[src/rtl/target_lut_ctrl_if.sv]
// Handshake bundle for target_lut_ctrl: load control, data-memory read port,
// lookup port and runtime write port. slave = the controller, master = its environment.
interface target_lut_ctrl_if #(
   parameter int KEYW = 5,
   parameter int AW   = 8
);
   logic            Start;
   logic            mem_rd_en;
   logic [AW-1:0]   mem_addr;
   logic [AW-1:0]   mem_rd_data;
   logic            mem_rd_valid;
   logic [KEYW-1:0] key;
   logic [AW-1:0]   LUTaddr;
   logic            wr_en;
   logic [KEYW-1:0] wr_key;
   logic [AW-1:0]   wr_data;
   logic            busy;
   logic            ready;
   logic            wr_err;

   modport slave (
      input  Start, mem_rd_data, mem_rd_valid, key, wr_en, wr_key, wr_data,
      output mem_rd_en, mem_addr, LUTaddr, busy, ready, wr_err
   );

   modport master (
      output Start, mem_rd_data, mem_rd_valid, key, wr_en, wr_key, wr_data,
      input  mem_rd_en, mem_addr, LUTaddr, busy, ready, wr_err
   );
endinterface

[src/rtl/target_lut_ctrl.sv]
// Branch-target table with a boot-time loader that fetches NUM_ENTRIES targets from data memory.
// Optional macro LUT_DEFAULT_ROM_EN: reset preloads a default image and marks the table ready.
module target_lut_ctrl #(
   parameter int              KEYW        = 5,
   parameter int              AW          = 8,
   parameter int              NUM_ENTRIES = 18,
   parameter logic [AW-1:0]   BASE_ADDR   = '0
) (
   input  logic               Clk,
   input  logic               Reset,
   target_lut_ctrl_if.slave   bus
);

   localparam int              DEPTH    = 2**KEYW;
   localparam logic [KEYW:0]   NUM_E    = (KEYW+1)'(NUM_ENTRIES);
   localparam logic [KEYW-1:0] LAST_IDX = KEYW'(NUM_ENTRIES - 1);

   typedef enum logic [1:0] {IDLE, REQ, WAIT, DONE} state_e;

   state_e          state_q, state_d;
   logic [KEYW-1:0] idx_q, idx_d;
   logic            ready_q, ready_d;
   logic            wr_err_q, wr_err_d;
   logic [AW-1:0]   tbl_q [DEPTH];
   logic            ld_we, rt_we;
   logic            start_acc;

`ifdef LUT_DEFAULT_ROM_EN
   function automatic logic [AW-1:0] rom_entry(input int i);
      logic [7:0] v;
      case (i)
         0:  v = 8'd32;   1:  v = 8'd33;   2:  v = 8'd34;   3:  v = 8'd35;
         4:  v = 8'd60;   5:  v = 8'd64;   6:  v = 8'd91;   7:  v = 8'd109;
         8:  v = 8'd128;  9:  v = 8'd142;  10: v = 8'd168;  11: v = 8'd170;
         12: v = 8'd200;  13: v = 8'd204;  14: v = 8'd224;  15: v = 8'd232;
         16: v = 8'd240;  17: v = 8'd254;
         default: v = 8'd0;
      endcase
      // Keys beyond the loadable range must read as zero forever.
      return (i < NUM_ENTRIES) ? AW'(v) : '0;
   endfunction
`endif

   assign start_acc = (state_q == IDLE) && bus.Start;

   always_comb begin
      state_d  = state_q;
      idx_d    = idx_q;
      ready_d  = ready_q;
      wr_err_d = 1'b0;
      ld_we    = 1'b0;
      rt_we    = 1'b0;
      case (state_q)
         IDLE: begin
            if (bus.Start) begin
               idx_d   = '0;
               ready_d = 1'b0;
               state_d = REQ;
            end
         end
         REQ:  state_d = WAIT;
         WAIT: begin
            if (bus.mem_rd_valid) begin
               ld_we = 1'b1;
               if (idx_q == LAST_IDX) begin
                  state_d = DONE;
               end else begin
                  idx_d   = idx_q + 1'b1;
                  state_d = REQ;
               end
            end
         end
         DONE: begin
            ready_d = 1'b1;
            state_d = IDLE;
         end
         default: state_d = IDLE;
      endcase

      // Loader owns the table from the accepting Start until it is back in IDLE.
      if (bus.wr_en) begin
         if (start_acc || (state_q != IDLE) || !ready_q) begin
            wr_err_d = 1'b1;
         end else if ({1'b0, bus.wr_key} < NUM_E) begin
            rt_we = 1'b1;
         end
      end
   end

   always_ff @(posedge Clk) begin
      if (Reset) begin
         state_q  <= IDLE;
         idx_q    <= '0;
         wr_err_q <= 1'b0;
`ifdef LUT_DEFAULT_ROM_EN
         ready_q  <= 1'b1;
         for (int i = 0; i < DEPTH; i++) tbl_q[i] <= rom_entry(i);
`else
         ready_q  <= 1'b0;
         for (int i = 0; i < DEPTH; i++) tbl_q[i] <= '0;
`endif
      end else begin
         state_q  <= state_d;
         idx_q    <= idx_d;
         ready_q  <= ready_d;
         wr_err_q <= wr_err_d;
         if (ld_we) begin
            tbl_q[idx_q] <= bus.mem_rd_data;
         end else if (rt_we) begin
            tbl_q[bus.wr_key] <= bus.wr_data;
         end
      end
   end

   assign bus.busy      = (state_q != IDLE);
   assign bus.ready     = ready_q;
   assign bus.wr_err    = wr_err_q;
   assign bus.mem_rd_en = (state_q == REQ);
   assign bus.mem_addr  = (state_q == REQ) ? (BASE_ADDR + AW'(idx_q)) : '0;
   assign bus.LUTaddr   = (ready_q && ({1'b0, bus.key} < NUM_E)) ? tbl_q[bus.key] : '0;

endmodule

[src/flat_wrapper.sv]
// flat-port wrapper written by rule: the top's interface ports become plain ports
module target_lut_ctrl_flat 
#(
   parameter int              KEYW        = 5,
   parameter int              AW          = 8,
   parameter int              NUM_ENTRIES = 18,
   parameter logic [AW-1:0]   BASE_ADDR   = '0
)
  (Clk, Reset, bus_Start, bus_mem_rd_data, bus_mem_rd_valid, bus_key, bus_wr_en, bus_wr_key, bus_wr_data, bus_mem_rd_en, bus_mem_addr, bus_LUTaddr, bus_busy, bus_ready, bus_wr_err);
  target_lut_ctrl_if #(.KEYW(KEYW), .AW(AW)) bus_i ();
  input  logic Clk;
  input  logic Reset;
  input wire logic [$bits(bus_i.Start)-1:0] bus_Start;
  input wire logic [$bits(bus_i.mem_rd_data)-1:0] bus_mem_rd_data;
  input wire logic [$bits(bus_i.mem_rd_valid)-1:0] bus_mem_rd_valid;
  input wire logic [$bits(bus_i.key)-1:0] bus_key;
  input wire logic [$bits(bus_i.wr_en)-1:0] bus_wr_en;
  input wire logic [$bits(bus_i.wr_key)-1:0] bus_wr_key;
  input wire logic [$bits(bus_i.wr_data)-1:0] bus_wr_data;
  output wire logic [$bits(bus_i.mem_rd_en)-1:0] bus_mem_rd_en;
  output wire logic [$bits(bus_i.mem_addr)-1:0] bus_mem_addr;
  output wire logic [$bits(bus_i.LUTaddr)-1:0] bus_LUTaddr;
  output wire logic [$bits(bus_i.busy)-1:0] bus_busy;
  output wire logic [$bits(bus_i.ready)-1:0] bus_ready;
  output wire logic [$bits(bus_i.wr_err)-1:0] bus_wr_err;
  assign bus_i.Start = bus_Start;
  assign bus_i.mem_rd_data = bus_mem_rd_data;
  assign bus_i.mem_rd_valid = bus_mem_rd_valid;
  assign bus_i.key = bus_key;
  assign bus_i.wr_en = bus_wr_en;
  assign bus_i.wr_key = bus_wr_key;
  assign bus_i.wr_data = bus_wr_data;
  assign bus_mem_rd_en = bus_i.mem_rd_en;
  assign bus_mem_addr = bus_i.mem_addr;
  assign bus_LUTaddr = bus_i.LUTaddr;
  assign bus_busy = bus_i.busy;
  assign bus_ready = bus_i.ready;
  assign bus_wr_err = bus_i.wr_err;
  target_lut_ctrl #(.KEYW(KEYW), .AW(AW), .NUM_ENTRIES(NUM_ENTRIES), .BASE_ADDR(BASE_ADDR)) u_core (.Clk(Clk), .Reset(Reset), .bus(bus_i));
endmodule
[config.mk]
export PLATFORM = sky130hd
export DESIGN_NAME = target_lut_ctrl_flat
export DESIGN_NICKNAME = d
export VERILOG_FILES = /design/src/rtl/target_lut_ctrl_if.sv /design/src/rtl/target_lut_ctrl.sv /design/src/flat_wrapper.sv
export SDC_FILE = /design/constraint.sdc
export NUM_CORES = 1
export LEC_CHECK = 0
export CORE_AREA = 2 2 124 126
export CTS_CLUSTER_SIZE = 16
export DETAILED_ROUTE_END_ITERATION = 12
export DIE_AREA = 0 0 126 128
export PLACE_DENSITY = 0.87
export SLEW_MARGIN = 20
export SYNTH_ARGS = -nofsm -noshare
export SYNTH_HDL_FRONTEND = slang
export SYNTH_SLANG_ARGS = --single-unit
[constraint.sdc]
create_clock -name Clk -period 4.6 [get_ports Clk]
set_input_delay 0.92 -clock Clk [delete_from_list [all_inputs] [get_ports Clk]]
set_output_delay 0.92 -clock Clk [all_outputs]
set_load 0.01 [all_outputs]
==> metrics.cfg <==
[run_status]
status=finished, final reports clean

[setup_path]
worstPathRequired_ns=3.68
critPathBufInv=3
critPathCaptureType=output port
r2r_cells=7
cp_top_family=buffers and inverters
worstSetupStartpointType=primary input
cp_max_fo=10
cp.arrival_ns=3.28
timing.rr.start=u_core.bus.ready
max_stage_delay_ns=0.58
cpMostUsedCell=clkdlybuf4s50_1
criticalPathCategory=in -> out
cp_cell_sequence=clkdlybuf4s50_1 > buf_4 > nor2_1 > a21oi_1 > a31oi_1 > o21ai_0 > clkdlybuf4s50_1
crit_slowest_cell=clkdlybuf4s50_1
worstReg2RegEnd=u_core.tbl_q[3][0]
r2r_slack_ns=1.60

[layout]
regArea_um2=4920
fill_cells=1017
multiInputGateArea_um2=3510
drive_gt1_share_pct=19.7
final_nets=792
area_growth_pct=14.5
final_area_um2=10000
diodes=0

[routing]
num_vias=6656
firstDrtPassIters=5
via_per_inst=6.94
drt_wl_total_um=25500
wl_per_cell_um=26.6
drt-initial-drc-count=1119
drcViolationCount=0
antenna_left=0

[pwr]
finalPower_uw=3510
p_leak_uw=0.00358
p_per_area_nw_per_um2=351
irDropWorstVdd_v=0.000307

[timing]
setup_violations=0
hold_viol_final=0
holdWs_ns=0.628
skew_ns=0.00714
min_period_over_period_pct=91.2
clock.fmax_mhz=238
relSlewSlack_pct=39.0
fin_crit_ns=4.20
final.setup.tns_ns=0
worstMarginPinSlew_ns=0.913
maxSlewViolCount=0
rsz0062_at_grt=false

[place]
place_hpwl_um=17600
place_congestion=1.01
portBuffers=47
dpl_cell_area_um2=9400

[hold_path]
hold_end=u_core.idx_q[4]
hold_class=reg -> reg
hold_depth=2
worstHoldStart=u_core.idx_q[4]

[clock_tree]
cts_max_level=4
cts_hold_buf=0
clock_path_buffers=2
cts_tree=built
path_clk_slew_ns=0.06
cts_root_buffer=clkbuf_16
clock_sinks=167
cts_setup_buffers=0
cts_made_buffers=17
clk_latency_ns=0.44
post_cts_resized=0

[global_route]
grt_pass1_wl_um=39300
grt_pass1_vias=6551
grt_max_degree=29
antenna_found_initial=1
grt_overflow=0
track_usage_pct=33.0

[floorplan]
dieHeight_um=128
initial_core_util_pct=58.8
io_pins=51
core_area_um2=14900
die-area_um2=16100
rows=45
die_w_um=126

[job]
cap_violations=0

[synthesis]
synthArstFlopShare_pct=0
syn_avg_cell_area_um2=12.2
syn_area_um2=8740
ys_seq_area_share_pct=56.3
synth_warnings=0
ys.flop_type=edfxtp_1
ys_seq_elements=167
synth_cells=719
synth_edf_count=158
synth_cell_types=58

through the flow:
step / instances / util, % / setup WS, ns
detailed placement: 928 / 63.2 / 0.543
floorplan: 721 / - / 1.37
finish: 959 / 67.3 / 0.404
CTS: 959 / 67.3 / 0.470
global placement: 928 / 63.2 / 0.633
global route: 959 / 67.3 / 0.221
cells in the mapped netlist, drive strengths merged (4+ instances only):
master | number | area share, %
nor2 | 190 | 8.4
clkbuf | 15 | 0.64
nor2b | 12 | 0.86
a31oi | 41 | 4.8
nand2 | 16 | 0.72
and2 | 6 | 0.43
nand3 | 7 | 0.54
mux2 | 14 | 1.8
dfxtp | 9 | 2.1
mux2i | 27 | 3.1
buf | 45 | 2.8
o22ai | 8 | 0.57
a211oi | 4 | 0.52
a21oi | 21 | 1.2
a22oi | 10 | 2.1
inv | 4 | 0.17
and3 | 33 | 2.4
mux4 | 23 | 5.9
nor3 | 15 | 0.92
o21ai | 10 | 0.57
o31ai | 4 | 0.50
nand2b | 8 | 0.57
o21bai | 10 | 0.86
edfxtp | 158 | 54
sequential cells by signal (all words and copies together) (netlist names):
name and flops:
u_core.bus.ready 1, u_core.bus.wr_err 1, u_core.idx_q 5, u_core.state_q 2, u_core.tbl_q 158
power breakdown:
part	leakage, uW	internal (uW)	switching [uW]	total, uW
combinational	0.00162	111	172	283
sequential	0.00167	1710	25.2	1730
clock	0.000295	906	591	1500
worst max path at each step:
stage / from / end / slack (ns) / cells past startpoint
4_1_cts: bus_key[2] / bus_LUTaddr[0] / 0.47 / 7
3_3_place_gp: bus_key[2] / bus_LUTaddr[2] / 0.63 / 8
5_1_grt: bus_key[2] / bus_LUTaddr[2] / 0.22 / 7
6_report: bus_key[2] / bus_LUTaddr[0] / 0.40 / 7
2_1_floorplan: bus_key[1] / bus_LUTaddr[0] / 1.37 / 7
3_5_place_dp: bus_key[2] / bus_LUTaddr[2] / 0.54 / 8
cell usage in the layout (no fill, tap or decap), types with 9 or more instances in the layout:
cell type / Yosys / final
a31oi_2: 26 / 26
clkdlybuf4s50_1: 0 / 45
a21oi_1: 20 / 20
o21ai_0: 10 / 10
a31oi_1: 15 / 15
edfxtp_1: 158 / 158
nor3_1: 14 / 14
dfxtp_1: 9 / 9
nor2_1: 188 / 188
nor2b_1: 12 / 11
o21bai_1: 10 / 10
mux4_2: 23 / 23
mux2i_1: 27 / 27
and3_1: 33 / 33
nand2_1: 15 / 15
mux2_2: 14 / 14
clkbuf_16: 0 / 17
buf_4: 10 / 31
cell type report:
cell class	instances	share of cell area [%]
Clock buffer	19	4.32
Clock inverter	12	1.76
Inverter	4	0.150
Multi-Input combinational cell	490	35.1
Sequential cell	167	49.2
Tap cell	188	2.35
Timing Repair Buffer	79	7.12
metal layers:
metal	routed length, um	track usage [%]	share of wire (%)
met1	8750	42.5	34
met2	11700	50.8	46
met3	3490	8.56	14
met4	1550	19.9	6.1
met5	13	0	0.051
tightest hold or removal path, delay by kind of cell (launching register included):
family                    cells  cell delay, ns
and+or+nand+nor               1            0.05
DFF                           1            0.37
xor gates and xnor gates      1            0.17
cell families after synthesis:
logic type / after synthesis / share of synthesized area [%]
and+or+nand+nor: 300 / 16.3
xor gates and xnor gates: 3 / 0.301
AOI/OAI and AO/OA: 118 / 12.3
DFF: 167 / 56.3
other: 1 / 0.0429
buffers and inverters: 64 / 3.61
muxes: 64 / 10.8
adders and majority gates: 2 / 0.286
(Power assumes the default switching activity.)
